--- config.mk ---
export PLATFORM = sky130hd
export DESIGN_NAME = eq_band_scheduler_flat
export DESIGN_NICKNAME = d
export VERILOG_FILES = /design/src/rtl/eq_band_scheduler_pkg.sv /design/src/rtl/eq_band_scheduler_if.sv /design/src/rtl/eq_band_scheduler_coef_bank.sv /design/src/rtl/eq_band_scheduler.sv /design/src/flat_wrapper.sv
export SDC_FILE = /design/constraint.sdc
export NUM_CORES = 2
export LEC_CHECK = 0
export ABC_AREA = 0
export CAP_MARGIN = 15
export CORE_MARGIN = 2
export CORE_UTILIZATION = 61
export CTS_CLUSTER_DIAMETER = 100
export DETAILED_ROUTE_END_ITERATION = 12
export PLACE_DENSITY = 0.84
export SYNTH_ARGS = -nofsm -noshare
export SYNTH_HDL_FRONTEND = slang
export SYNTH_HIERARCHICAL = 1
export SYNTH_SLANG_ARGS = --single-unit
--- constraint.sdc ---
create_clock -name clk -period 8.2 [get_ports clk]
set_input_delay 1.23 -clock clk [delete_from_list [all_inputs] [get_ports clk]]
set_output_delay 1.23 -clock clk [all_outputs]
set_load 0.01 [all_outputs]
--- src/rtl/eq_band_scheduler_pkg.sv ---
// Shared types, widths and helpers for the equalizer band scheduler.
package eq_pkg;

  localparam int NUM_BANDS = 5;
  localparam int COEF_W    = 18;
  localparam int DATA_W    = 16;
  localparam int GAIN_W    = 8;
  localparam int ACC_W     = 27;
  localparam int BAND_W    = 3;

  typedef enum logic [1:0] {
    ST_IDLE   = 2'd0,
    ST_ISSUE  = 2'd1,
    ST_WAIT   = 2'd2,
    ST_FINISH = 2'd3
  } eq_state_t;

  typedef enum logic [2:0] {
    CFG_B1   = 3'd0,
    CFG_B2   = 3'd1,
    CFG_B3   = 3'd2,
    CFG_A2   = 3'd3,
    CFG_A3   = 3'd4,
    CFG_GAIN = 3'd5
  } cfg_sel_t;

  // One band's full parameter set as stored in the shadow and active banks.
  typedef struct packed {
    logic [COEF_W-1:0] b1;
    logic [COEF_W-1:0] b2;
    logic [COEF_W-1:0] b3;
    logic [COEF_W-1:0] a2;
    logic [COEF_W-1:0] a3;
    logic [GAIN_W-1:0] gain;
  } coef_set_t;

  // Clamp a wide signed value into the 16-bit sample range.
  function automatic logic signed [DATA_W-1:0] sat16(input logic signed [ACC_W-1:0] v);
    logic signed [DATA_W-1:0] r;
    if (v > 27'sd32767) begin
      r = 16'sh7fff;
    end else if (v < -27'sd32768) begin
      r = 16'sh8000;
    end else begin
      r = v[DATA_W-1:0];
    end
    return r;
  endfunction

endpackage

--- src/rtl/eq_band_scheduler_if.sv ---
// Request/response bus between the band scheduler and the shared biquad core.
interface eq_bq_if;
  import eq_pkg::*;

  logic                     o_bq_start;
  logic [BAND_W-1:0]        o_bq_band;
  logic signed [DATA_W-1:0] o_bq_x;
  logic signed [COEF_W-1:0] o_b1;
  logic signed [COEF_W-1:0] o_b2;
  logic signed [COEF_W-1:0] o_b3;
  logic signed [COEF_W-1:0] o_a2;
  logic signed [COEF_W-1:0] o_a3;
  logic                     i_bq_done;
  logic signed [DATA_W-1:0] i_bq_y;

  modport master (
    output o_bq_start, o_bq_band, o_bq_x, o_b1, o_b2, o_b3, o_a2, o_a3,
    input  i_bq_done, i_bq_y
  );

  modport slave (
    input  o_bq_start, o_bq_band, o_bq_x, o_b1, o_b2, o_b3, o_a2, o_a3,
    output i_bq_done, i_bq_y
  );

endinterface

--- src/rtl/eq_band_scheduler_coef_bank.sv ---
// Shadow/active coefficient and gain storage with config decode and band read mux.
module eq_coef_bank #(
  parameter int NUM_BANDS = eq_pkg::NUM_BANDS
) (
  input  logic                      clk,
  input  logic                      i_rst_n,
  input  logic                      i_cfg_we,
  input  logic [eq_pkg::BAND_W-1:0] i_cfg_band,
  input  logic [2:0]                i_cfg_sel,
  input  logic [eq_pkg::COEF_W-1:0] i_cfg_data,
  input  logic                      i_load,
  input  logic [eq_pkg::BAND_W-1:0] i_rd_band,
  output eq_pkg::coef_set_t         o_set
);
  import eq_pkg::*;

  coef_set_t shadow_q [NUM_BANDS];
  coef_set_t active_q [NUM_BANDS];
  logic      wr_ok_s;

  // A write is accepted only for an existing band and a defined field.
  assign wr_ok_s = i_cfg_we && (32'(i_cfg_band) < NUM_BANDS) && (i_cfg_sel <= 3'd5);

  // Copy shadow to active on load; a same-cycle write lands in shadow after the copy.
  always_ff @(posedge clk or negedge i_rst_n) begin
    if (!i_rst_n) begin
      for (int b = 0; b < NUM_BANDS; b++) begin
        shadow_q[b] <= '0;
        active_q[b] <= '0;
      end
    end else begin
      if (i_load) begin
        for (int b = 0; b < NUM_BANDS; b++) begin
          active_q[b] <= shadow_q[b];
        end
      end
      if (wr_ok_s) begin
        case (cfg_sel_t'(i_cfg_sel))
          CFG_B1:   shadow_q[i_cfg_band].b1   <= i_cfg_data;
          CFG_B2:   shadow_q[i_cfg_band].b2   <= i_cfg_data;
          CFG_B3:   shadow_q[i_cfg_band].b3   <= i_cfg_data;
          CFG_A2:   shadow_q[i_cfg_band].a2   <= i_cfg_data;
          CFG_A3:   shadow_q[i_cfg_band].a3   <= i_cfg_data;
          CFG_GAIN: shadow_q[i_cfg_band].gain <= i_cfg_data[GAIN_W-1:0];
          default:  ;
        endcase
      end
    end
  end

  assign o_set = active_q[i_rd_band];

endmodule

--- src/rtl/eq_band_scheduler.sv ---
// Sequences one shared biquad core over all bands per sample and sums gained outputs.
module eq_band_scheduler #(
  parameter int NUM_BANDS = eq_pkg::NUM_BANDS,
  parameter int COEF_W    = eq_pkg::COEF_W,
  parameter int DATA_W    = eq_pkg::DATA_W,
  parameter int GAIN_W    = eq_pkg::GAIN_W
) (
  input  logic                     clk,
  input  logic                     i_rst_n,
  input  logic                     lrclk_negedge,
  input  logic                     i_valid,
  input  logic signed [DATA_W-1:0] audio_in,
  input  logic                     i_cfg_we,
  input  logic [2:0]               i_cfg_band,
  input  logic [2:0]               i_cfg_sel,
  input  logic [COEF_W-1:0]        i_cfg_data,
  eq_bq_if.master                  bq,
  output logic signed [DATA_W-1:0] audio_out,
  output logic                     o_out_valid,
  output logic                     o_overrun
);
  import eq_pkg::*;

  localparam int LAST_BAND = NUM_BANDS - 1;

  eq_state_t                state_q, state_d;
  logic [BAND_W-1:0]        band_q, band_d;
  logic signed [DATA_W-1:0] x_q, x_d;
  logic signed [ACC_W-1:0]  acc_q, acc_d;
  logic signed [DATA_W-1:0] audio_q, audio_d;
  logic                     start_q, out_valid_q, overrun_q;
  logic                     load_s;
  coef_set_t                cur_s;
  logic signed [DATA_W+GAIN_W:0] prod_s;

  eq_coef_bank #(.NUM_BANDS(NUM_BANDS)) u_bank (
    .clk        (clk),
    .i_rst_n    (i_rst_n),
    .i_cfg_we   (i_cfg_we),
    .i_cfg_band (i_cfg_band),
    .i_cfg_sel  (i_cfg_sel),
    .i_cfg_data (i_cfg_data),
    .i_load     (load_s),
    .i_rd_band  (band_q),
    .o_set      (cur_s)
  );

  // Gain is unsigned Q1.7, so widen it with a zero sign bit before the signed multiply.
  assign prod_s = bq.i_bq_y * $signed({1'b0, cur_s.gain});

  // Next-state, band/accumulator updates and bank load request.
  always_comb begin
    state_d = state_q;
    band_d  = band_q;
    x_d     = x_q;
    acc_d   = acc_q;
    audio_d = audio_q;
    load_s  = 1'b0;
    case (state_q)
      ST_IDLE: begin
        if (lrclk_negedge && i_valid) begin
          x_d     = audio_in;
          acc_d   = '0;
          band_d  = '0;
          load_s  = 1'b1;
          state_d = ST_ISSUE;
        end else begin
          state_d = ST_IDLE;
        end
      end
      ST_ISSUE: begin
        state_d = ST_WAIT;
      end
      ST_WAIT: begin
        if (bq.i_bq_done) begin
          acc_d = acc_q + ACC_W'(prod_s);
          if (band_q == BAND_W'(LAST_BAND)) begin
            state_d = ST_FINISH;
          end else begin
            band_d  = band_q + 3'd1;
            state_d = ST_ISSUE;
          end
        end else begin
          state_d = ST_WAIT;
        end
      end
      ST_FINISH: begin
        audio_d = sat16(acc_q >>> 7);
        state_d = ST_IDLE;
      end
      default: begin
        state_d = ST_IDLE;
      end
    endcase
  end

  // State and datapath registers; strobes outside IDLE only raise the sticky overrun.
  always_ff @(posedge clk or negedge i_rst_n) begin
    if (!i_rst_n) begin
      state_q     <= ST_IDLE;
      band_q      <= '0;
      x_q         <= '0;
      acc_q       <= '0;
      audio_q     <= '0;
      start_q     <= 1'b0;
      out_valid_q <= 1'b0;
      overrun_q   <= 1'b0;
    end else begin
      state_q     <= state_d;
      band_q      <= band_d;
      x_q         <= x_d;
      acc_q       <= acc_d;
      audio_q     <= audio_d;
      start_q     <= (state_d == ST_ISSUE);
      out_valid_q <= (state_q == ST_FINISH);
      overrun_q   <= overrun_q | (lrclk_negedge && (state_q != ST_IDLE));
    end
  end

  assign bq.o_bq_start = start_q;
  assign bq.o_bq_band  = band_q;
  assign bq.o_bq_x     = x_q;
  assign bq.o_b1       = cur_s.b1;
  assign bq.o_b2       = cur_s.b2;
  assign bq.o_b3       = cur_s.b3;
  assign bq.o_a2       = cur_s.a2;
  assign bq.o_a3       = cur_s.a3;
  assign audio_out     = audio_q;
  assign o_out_valid   = out_valid_q;
  assign o_overrun     = overrun_q;

endmodule

--- src/flat_wrapper.sv ---
// flat-port wrapper written by rule: the top's interface ports become plain ports
module eq_band_scheduler_flat import eq_pkg::*;
#(
  parameter int NUM_BANDS = eq_pkg::NUM_BANDS,
  parameter int COEF_W    = eq_pkg::COEF_W,
  parameter int DATA_W    = eq_pkg::DATA_W,
  parameter int GAIN_W    = eq_pkg::GAIN_W
)
  (clk, i_rst_n, lrclk_negedge, i_valid, audio_in, i_cfg_we, i_cfg_band, i_cfg_sel, i_cfg_data, audio_out, o_out_valid, o_overrun, bq_o_bq_start, bq_o_bq_band, bq_o_bq_x, bq_o_b1, bq_o_b2, bq_o_b3, bq_o_a2, bq_o_a3, bq_i_bq_done, bq_i_bq_y);
  eq_bq_if bq_i ();
  input  logic clk;
  input  logic i_rst_n;
  input  logic lrclk_negedge;
  input  logic i_valid;
  input  logic signed [DATA_W-1:0] audio_in;
  input  logic i_cfg_we;
  input  logic [2:0] i_cfg_band;
  input  logic [2:0] i_cfg_sel;
  input  logic [COEF_W-1:0] i_cfg_data;
  output logic signed [DATA_W-1:0] audio_out;
  output logic o_out_valid;
  output logic o_overrun;
  output wire logic [$bits(bq_i.o_bq_start)-1:0] bq_o_bq_start;
  output wire logic [$bits(bq_i.o_bq_band)-1:0] bq_o_bq_band;
  output wire logic [$bits(bq_i.o_bq_x)-1:0] bq_o_bq_x;
  output wire logic [$bits(bq_i.o_b1)-1:0] bq_o_b1;
  output wire logic [$bits(bq_i.o_b2)-1:0] bq_o_b2;
  output wire logic [$bits(bq_i.o_b3)-1:0] bq_o_b3;
  output wire logic [$bits(bq_i.o_a2)-1:0] bq_o_a2;
  output wire logic [$bits(bq_i.o_a3)-1:0] bq_o_a3;
  input wire logic [$bits(bq_i.i_bq_done)-1:0] bq_i_bq_done;
  input wire logic [$bits(bq_i.i_bq_y)-1:0] bq_i_bq_y;
  assign bq_o_bq_start = bq_i.o_bq_start;
  assign bq_o_bq_band = bq_i.o_bq_band;
  assign bq_o_bq_x = bq_i.o_bq_x;
  assign bq_o_b1 = bq_i.o_b1;
  assign bq_o_b2 = bq_i.o_b2;
  assign bq_o_b3 = bq_i.o_b3;
  assign bq_o_a2 = bq_i.o_a2;
  assign bq_o_a3 = bq_i.o_a3;
  assign bq_i.i_bq_done = bq_i_bq_done;
  assign bq_i.i_bq_y = bq_i_bq_y;
  eq_band_scheduler #(.NUM_BANDS(NUM_BANDS), .COEF_W(COEF_W), .DATA_W(DATA_W), .GAIN_W(GAIN_W)) u_core (.clk(clk), .i_rst_n(i_rst_n), .lrclk_negedge(lrclk_negedge), .i_valid(i_valid), .audio_in(audio_in), .i_cfg_we(i_cfg_we), .i_cfg_band(i_cfg_band), .i_cfg_sel(i_cfg_sel), .i_cfg_data(i_cfg_data), .bq(bq_i), .audio_out(audio_out), .o_out_valid(o_out_valid), .o_overrun(o_overrun));
endmodule
==> results.toml <==
[global_routing]
antenna_found_initial = 8
grt_remaining_overflow = 0
wire_length_of_the_first_global_routing_pass_um = 174000
grt_util_all_layers_pct = 27.2
grt_max_degree = 181
first_global_vias = 30400

[power_and_ir_drop]
power_switching_share_pct = 37.6
clock_power_share_pct = 21.3
p_leak_nw = 26.8
power-per-cell-area_nw_per_um2 = 409
comb_power_share_pct = 45.7
net_switching_mw = 8.42
vdd_drop_max_v = 0.000356
sequentialPowerShare_pct = 32.9
internal_power_mw = 14.0

[timing]
worst_slew_margin_rel_pct = 18.0
timing.final.crit_period_ps = 7430
hold_viol_final = 0
final.period_utilization_pct = 90.6
setup_tns_ps = 0
timing_worst_slew_pin_value_ps = 1230
unrepaired_setup_endpoints_after_global_routing = "false"
achievable-frequency_ghz = 0.135
final-setup-viol-count = 0
report.final.slew_viol_count = 0
largest_clock_skew_in_the_final_design_ps = 30.8

[worst_setup_path]
worst_path_largest_cell_delay_ps = 840
timing.critical_path.slowest_stage_cell = "sky130_fd_sc_hd__dfrtp_4"
timing.setup.critical_path_class = "reg -> reg"
endpoint_kind = "register"
path_delay_family = "adder cells"
worst_path_most_repeated_cell = "sky130_fd_sc_hd__fa_1"
startpoint_type = "register"
regToRegStartpoint = "u_core/bq.o_bq_band[0]"
reg2reg_setup_slack_ps = 770
crit_arrival_ps = 7990
cp_num_cells = 19
critPathMaxFanout = 31
ordered_cell_list_for_the_critical_path = "nor3b_2, buf_4, a221o_1, nand2_1, inv_1, fa_1, fa_1, fa_1, fa_1, inv_1, fa_1, inv_1, ha_1, a21oi_1, nor2_1, nor3_1, a2111oi_4, or4b_1, o211ai_2"
critPathLaunch = "u_core/bq.o_bq_band[0]"
critical_path.n_buffers_inverters = 4
timing.critical_path.required_ps = 8770
reg2regPathDepth = 19

[cts]
cts.root.buffer_cell = "sky130_fd_sc_hd__clkbuf_16"
clock-sinks = 1047
cts_resized = 0
deepest_clock_path_buffer_count = 3
clk-insertion-delay-late_ps = 670
cts_hold_buf = 0
clock_tree.htree_level_count = 3
tritoncts = "yes"
post_cts_buffers = 0
cts_made_buffers = 103
clk_pin_slew_worst_paths_ps = 60

[finish]
seqCellArea_um2 = 26200
post_synthesis_to_final_layout_area_growth_pct = 12.8
multi_input_area_um2 = 20800
design_area_um2 = 54800
finalNetCount = 3849
fillers = 5106
final_util_pct = 69.4
final_layout_size_suffix_gt1_share_pct = 35.9

[place]
port_buffers = 189
dp.final_hpwl_um = 64800
placedInstanceArea_um2 = 51400
routabilityCongestion = 0.890

[yosys]
syn-cell-area_um2 = 48600
synth-seq-area-share_pct = 53.9
synth-warning-count = 6
yosys.cell_types.count = 69
postSynthNetCount = 3726
number_of_synthesized_flops_with_an_enable_pin = 0
synth_seq_cells = 1047
synth_ff_type = "sky130_fd_sc_hd__dfrtp_1"
largest_area_contributor_in_the_netlist = "sky130_fd_sc_hd__dfrtp_1"
yosysTopAreaCellShare_pct = 53.9
synth_area_leaders = "sky130_fd_sc_hd__dfrtp_1 54%, sky130_fd_sc_hd__mux2_2 24%, sky130_fd_sc_hd__fa_1 5.2%"
synthesized_area_per_cell_um2 = 14.0
proportion_of_synthesized_flip_flops_having_asynchronous_set_or_reset_pct = 100
synthesized_instance_count = 3476

[detailed_routing]
via_count = 28400
drt_drc_violations_left = 0
routed_wirelength_um = 110000
wl_per_cell_um = 23.1
drt_first_iter_violations = 2193
drt.antenna.violating_nets = 0
drt-vias-per-instance = 5.99
drt_pass1_iterations = 5

[flow_run]
cap_viol_max_count = 0

[floorplan]
die_height_um = 286
num_rows = 103
area_of_the_core_um2 = 79000
design.die.area_um2 = 82000
die-width_um = 286
floorplan.initialDensity_pct = 61.6
top_level_ports = 190

[worst_hold_path]
holdPathStages = 2
hold_path.class = "reg -> reg"
hold_path_startpoint = "u_core/audio_out[14]"

[status]
run_status = "complete, no violations"
## path summary, 6_finish.rpt
path,to
min in group asynchronous,asynchronous set/reset pin
hold / removal,u_core/audio_out[14]
setup / recovery,u_core/acc_q[26]
setup reg to reg,u_core/acc_q[26]
max in group asynchronous,asynchronous set/reset pin
hold reg to reg,u_core/audio_out[14]
## cells in the mapped netlist (4+ instances only)
cell	count
sky130_fd_sc_hd__a21o_1	16
sky130_fd_sc_hd__a21oi_1	32
sky130_fd_sc_hd__a221o_1	96
sky130_fd_sc_hd__a31oi_1	5
sky130_fd_sc_hd__and2_1	78
sky130_fd_sc_hd__and3_1	5
sky130_fd_sc_hd__and3b_1	4
sky130_fd_sc_hd__buf_2	41
sky130_fd_sc_hd__buf_4	10
sky130_fd_sc_hd__buf_6	5
sky130_fd_sc_hd__clkbuf_1	157
sky130_fd_sc_hd__dfrtp_1	1047
sky130_fd_sc_hd__fa_1	127
sky130_fd_sc_hd__ha_1	61
sky130_fd_sc_hd__inv_1	187
sky130_fd_sc_hd__mux2_1	20
sky130_fd_sc_hd__mux2_2	1035
sky130_fd_sc_hd__mux2_4	40
sky130_fd_sc_hd__mux2i_1	98
sky130_fd_sc_hd__nand2_1	117
sky130_fd_sc_hd__nand2_2	8
sky130_fd_sc_hd__nand2_4	6
sky130_fd_sc_hd__nand3_1	11
sky130_fd_sc_hd__nand3_2	4
sky130_fd_sc_hd__nand4_1	11
sky130_fd_sc_hd__nor2_1	115
sky130_fd_sc_hd__nor3_1	8
sky130_fd_sc_hd__nor3b_1	4
sky130_fd_sc_hd__o21ai_0	39
sky130_fd_sc_hd__o22ai_1	13
sky130_fd_sc_hd__xnor2_1	12
sky130_fd_sc_hd__xor2_1	6
## final cells by class
class | count | share of cell area [%]
Clock buffer | 158 | 5.63
Sequential cell | 1047 | 47.8
Tap cell | 1050 | 2.40
Multi-Input combinational cell | 2025 | 38.0
Inverter | 188 | 1.29
Clock inverter | 28 | 0.716
Timing Repair Buffer | 234 | 4.19
Antenna cell | 5 | 0.0228
## cell usage in the layout (no fill, tap or decap), types with 32 or more instances in the layout
cell / Yosys / layout
sky130_fd_sc_hd__clkdlybuf4s50_1: 0 / 188
sky130_fd_sc_hd__dfrtp_1: 1047 / 1045
sky130_fd_sc_hd__nor2_1: 115 / 114
sky130_fd_sc_hd__ha_1: 61 / 61
sky130_fd_sc_hd__fa_1: 127 / 127
sky130_fd_sc_hd__buf_4: 10 / 40
sky130_fd_sc_hd__a21oi_1: 32 / 32
sky130_fd_sc_hd__clkbuf_16: 0 / 105
sky130_fd_sc_hd__inv_1: 187 / 187
sky130_fd_sc_hd__mux2_4: 40 / 40
sky130_fd_sc_hd__o21ai_0: 39 / 39
sky130_fd_sc_hd__mux2_2: 1035 / 1035
sky130_fd_sc_hd__and2_1: 78 / 78
sky130_fd_sc_hd__a221o_1: 96 / 96
sky130_fd_sc_hd__nand2_1: 117 / 117
sky130_fd_sc_hd__mux2i_1: 98 / 98
## layer usage
metal / track usage [%] / part of all wire [%] / vias to the layer above / wire [µm]
li1: - / - / 12400 / -
met1: 38.5 / 44 / 15100 / 48100
met2: 44.0 / 48 / 723 / 52900
met3: 4.07 / 5.0 / 179 / 5520
met4: 8.56 / 2.7 / 4 / 2970
met5: 0 / 0.021 / - / 23
## through the flow
stage	std cells	total power [mW]	setup WS [ps]	hold WS [ps]
2_1_floorplan	3476	14.6	1450	446
3_3_place_gp	4544	17.2	1030	450
3_5_place_dp	4544	17.6	841	459
4_1_cts	4730	22.5	805	473
5_1_grt	4732	23.9	394	501
6_report	4735	22.4	773	469
## logic make-up (layout without fill, tap and decap cells)
family	Yosys count	after routing	synth area share [%]
DFF	1047	1047	53.9
buffers and inverters	404	608	3.38
xor gates and xnor gates	18	18	0.324
other	0	5	0
and+or+nand+nor	395	395	4.20
muxes	1193	1193	27.7
AOI/OAI and AO/OA	231	231	3.77
adders and majority gates	188	188	6.80
## power by group through the flow
stage / Clock (mW) / Sequential [mW] / Combinational, mW
floorplan: 0 / 7.17 / 7.45
global placement: 0 / 7.34 / 9.86
detailed placement: 0 / 7.43 / 10.2
CTS: 4.86 / 7.38 / 10.3
global route: 5.07 / 7.55 / 11.3
finish: 4.78 / 7.38 / 10.3
## worst reg2reg max path, delay by kind of cell, from the launching register on
kind                       cells  cell delay (ps)
buffers and inverters          4              560
adders and majority gates      6             2880
DFF                            1              840
and+or+nand+nor                5             1810
AOI/OAI and AO/OA              4             1240
(Power assumes the default switching activity.)
